<file path="src/rtl/yb_lane_serializer.sv">
// yb_lane_serializer: accepts an X*Y-bit word over valid/ready and replays it as Y
// X-bit lanes, lane 0 first, with a saturating count of completed words.
module yb_lane_serializer #(
    parameter int unsigned X = 4,
    parameter int unsigned Y = 1,
    localparam int unsigned BW = (Y > 1) ? $clog2(Y) : 1
) (
    input  logic             clk,
    input  logic             rstb,
    input  logic [X*Y-1:0]   yb,
    input  logic             yb_valid,
    input  logic             yb_last,
    output logic             yb_ready,
    output logic [X-1:0]     lane_data,
    output logic             lane_valid,
    input  logic             lane_ready,
    output logic             lane_first,
    output logic             lane_last,
    output logic [BW-1:0]    lane_idx,
    input  logic             cnt_clr,
    output logic [15:0]      word_cnt
);

    typedef enum logic {StIdle = 1'b0, StBusy = 1'b1} state_e;

    localparam logic [BW-1:0] LastIdx = BW'(Y - 1);

    state_e         state_q, state_d;
    logic [BW-1:0]  idx_q, idx_d;
    logic           last_q, last_d;
    logic [X*Y-1:0] word_q, word_d;
    logic [15:0]    word_cnt_q;

    logic           busy, at_end, fire, fin, acc;
    logic [X*Y-1:0] shifted;

    // Handshake decode; yb_ready looks through lane_ready so words flow without a bubble.
    always_comb begin
        busy     = (state_q == StBusy);
        at_end   = (idx_q == LastIdx);
        fire     = busy && lane_ready;
        fin      = fire && at_end;
        yb_ready = !busy || fin;
        acc      = yb_valid && yb_ready;
    end

    // Next-state: load on accept, advance on each fired beat, drop to idle after the last.
    always_comb begin
        state_d = state_q;
        idx_d   = idx_q;
        last_d  = last_q;
        word_d  = word_q;
        if (acc) begin
            word_d  = yb;
            last_d  = yb_last;
            idx_d   = '0;
            state_d = StBusy;
        end else if (fin) begin
            idx_d   = '0;
            state_d = StIdle;
        end else if (fire) begin
            idx_d   = idx_q + 1'b1;
        end
    end

    // State registers.
    always_ff @(posedge clk or negedge rstb) begin
        if (!rstb) begin
            state_q <= StIdle;
            idx_q   <= '0;
            last_q  <= 1'b0;
            word_q  <= '0;
        end else begin
            state_q <= state_d;
            idx_q   <= idx_d;
            last_q  <= last_d;
            word_q  <= word_d;
        end
    end

    // Completed-word counter; clear takes priority over an increment in the same cycle.
    always_ff @(posedge clk or negedge rstb) begin
        if (!rstb) begin
            word_cnt_q <= '0;
        end else if (cnt_clr) begin
            word_cnt_q <= '0;
        end else if (fin && (word_cnt_q != 16'hFFFF)) begin
            word_cnt_q <= word_cnt_q + 16'd1;
        end
    end

    // Lane outputs come only from registers, so yb/yb_valid never reach them combinationally.
    always_comb begin
        shifted    = word_q >> (idx_q * X);
        lane_valid = busy;
        lane_data  = busy ? shifted[X-1:0] : '0;
        lane_idx   = idx_q;
        lane_first = busy && (idx_q == '0);
        lane_last  = busy && at_end && last_q;
        word_cnt   = word_cnt_q;
    end

endmodule

</file>
<file path="config.mk">
export PLATFORM = sky130hd
export DESIGN_NAME = yb_lane_serializer
export DESIGN_NICKNAME = d
export VERILOG_FILES = /design/src/rtl/yb_lane_serializer.sv
export SDC_FILE = /design/constraint.sdc
export NUM_CORES = 1
export LEC_CHECK = 0
export ABC_CLOCK_PERIOD_IN_PS = 2400
export BUFFER_PORTS_ARGS = -buffer_cell sky130_fd_sc_hd__buf_2
export CORE_UTILIZATION = 34
export CTS_BUF_LIST = sky130_fd_sc_hd__clkbuf_8
export CTS_CLUSTER_SIZE = 30
export DETAILED_ROUTE_END_ITERATION = 16
export HOLD_SLACK_MARGIN = 0.08
export PLACE_DENSITY = 0.53
export SLEW_MARGIN = 20
export SYNTH_ARGS = -nofsm -noshare
export SYNTH_HDL_FRONTEND = slang
export SYNTH_SLANG_ARGS = --single-unit
export TNS_END_PERCENT = 20
</file>
<file path="constraint.sdc">
create_clock -name clk -period 2.4 [get_ports clk]
set_input_delay 0.24 -clock clk [delete_from_list [all_inputs] [get_ports clk]]
set_output_delay 0.24 -clock clk [all_outputs]
set_load 0.02 [all_outputs]
</file>
==> run summary <==
Die area: 3990 sq um
TritonRoute pass-1 iters: 4
Fin crit share: 80.8%
Global Route met2 Usage: 24.3%
Worst Skew: 0.00164 ns
Largest net degree at the start of global routing: 24
DP Worst Slack: 0.482 ns
Max-cap violations: 0
R2r endpoint: word_cnt[10]
Peak VDD IR: 245 uV
Core region area: 3470 sq um
Routing usage on met1: 19.8%
Antenna viol nets, final: 0
Syn Nets: 137
GP Congestion: 0.834
Fraction of layout cells with a size suffix above 1: 34.8%
Sequential element share of the synthesized area: 45.3%
DR vias/cell: 5.27
Gr ovfl total: 0
Placed cells: 202
GRT busiest layer: met2
Final Max Slew Viols: 0
Initial drt markers: 37
CP Data Required Time: 2.59 ns
Fmax: 0.515 GHz
Final HPWL DP: 2050 microns
Flops & latches, synth: 23
Commonest cells after routing, fill and taps aside: buf_2, dfrtp_1, a21oi_1, o21ai_0
Inserted Diodes: 0
IO Port Bufs: 34
Via Count: 1090
Worst skew pair latency: 0.27 ns
P&R area growth vs syn: 20.6%
Fin area: 1530 sq um
Worst setup startpoint: word_cnt[0]
Final setup violating endpoints: 0
Post-Syn Area per Cell: 10.1 sq um
Slowest cell on the critical path: dfrtp_1
Fillers: 356
CP arrival: 2.13 ns
FP Rows: 21
CTS Sinks: 23
Worst setup margin: 0.460 ns
Final nets: 173
Ys Warns: 0
PD cells: 492 nW/um^2
Max incr delay on CP: 0.46 ns
RSZ-0062 raised after global routing: no
Max Root-Sink Buffers: 2
Final hold slack: 0.187 ns
Starting Density: 36.7%
Post-DR wirelength/cell: 13.4 microns
Vias in the first global route: 1042
Crit. End Element: flop
Die height: 63.1 microns
Post-CTS setup repair buffer count: 0
Reg2reg path depth: 5
CTS root buffer: clkbuf_8
Kind of critical path: flop to flop
Post-route core utilization: 44.2%
Synth unique cells: 37
Final setup TNS: 0 ns
Tmin final: 1.94 ns
Crit path to: word_cnt[10]
Slew Limit Headroom: 63.4%
Pwr Total: 754 uW
CP cell instances: ha_1, nand4_4, or3_1, or3_1, a21oi_1
All-Layer GR Usage: 15.3%
First-pass GRT wire length: 4800 microns
PostCTS Resize Cnt: 0
Status: finished clean
Lkg Pwr: 0.691 nW
Post-Syn Instances: 126
Number of H-tree levels: 1
Initial antenna violation count: 0
Final routed DRC violation total: 0
Met3 usage: 2.54%
Hold buffer count at CTS: 1
Max FO, Critical Path: 8
Internal reg-to-reg setup slack: 0.46 ns
Placed Area: 1480 sq um
Hold Path Class: primary input to flop
Worst reg2reg path startpoint: word_cnt[0]
Worst slew pin tran: 0.550 ns
Nature of the critical path startpoint: flop
CTS tree: done
Most used cell, CP: or3_1
Fin. Hold Viols: 0
Clk pin slew, worst setup/hold paths: 0.08 ns
Die X: 63.1 microns
DRT Wirelength: 2780 microns
Final Instance Count excl. Fillers: 207
Ports: 35
Mapped Area: 1270 sq um
Commonest non-fill, non-tap cell in the layout: buf_2
Number of buffers created by CTS: 3
-- flip-flops by register name (all words and copies together) (netlist names) --
name / count
lane_idx: 1
lane_valid: 1
last_q: 1
word_cnt: 16
word_q: 4
-- metal layers --
metal	up-vias	wire, microns
li1	542	-
met1	515	1320
met2	28	1310
met3	5	103
met4	0	51
met5	-	0
-- synthesized netlist by cell type, drive strengths merged --
cell         count  area (sq um)
nand2b           1          6.26
a31o             1          8.76
clkbuf           2          7.51
or3b             1          8.76
inv              4          15.0
ha               1          12.5
o21ai            8          40.0
nand4            5          46.3
nor4b            1          8.76
nand2            3          11.3
buf              2          12.5
nand3b           1          20.0
a21oi           12          60.1
or2              3          18.8
and3             1          7.51
mux2             7          78.8
or3              6          38.8
or4              6          48.8
nor4             3          25.0
nor2             6          22.5
dlygate4sd1      1          8.76
mux2i            2          20.0
nor2b            3          18.8
and2             7          43.8
o211ai           2          15.0
nor3             2          10.0
o41ai            1          8.76
dfrtp           23           576
nand3            6          35.0
o31ai            5          37.5
-- how the worst min path moves through the flow --
| stage | startpoint | to | cells after the start |
|---|---|---|---|
| global route | yb_valid | lane_valid | 2 |
| CTS | yb_valid | lane_valid | 2 |
| floorplan | rstb | lane_idx | 0 |
| finish | yb_valid | lane_valid | 2 |
| detailed placement | rstb | lane_valid | 1 |
| global placement | rstb | word_cnt[8] | 1 |
-- cell type report --
type | instances | area (sq um) | share of cell area (%)
multi-input cells | 94 | 652 | 42.5
flip-flops and latches | 23 | 576 | 37.6
repair buffers | 36 | 188 | 12.2
well taps | 46 | 57.6 | 3.76
clock buffers | 3 | 41.3 | 2.69
inverters | 4 | 15.0 | 0.980
clock inverters | 1 | 3.75 | 0.245
-- power breakdown --
group	leakage, nW	total, mW	internal (mW)	switching [mW]
sequential	0.306	0.414	0.403	0.0108
clock	0.0269	0.238	0.114	0.124
combinational	0.358	0.102	0.0414	0.0602
-- kinds of logic (layout without fill, tap and decap cells) --
logic type | Yosys count | after routing | share of synthesized area (%)
flops | 23 | 23 | 45.3
compound gates | 29 | 29 | 13.4
simple gates | 55 | 55 | 29.1
fa+ha+maj | 1 | 1 | 0.984
mux | 9 | 9 | 7.78
buf+inv | 9 | 44 | 3.44
-- worst max-delay path: cells and delay by family (launching register included) --
kind / cells / cell delay (ns)
DFF: 1 / 0.46
AOI/OAI and AO/OA: 1 / 0.15
adders and majority gates: 1 / 0.27
and+or+nand+nor: 3 / 0.99
Note: power is estimated with default switching activity, not from simulation.
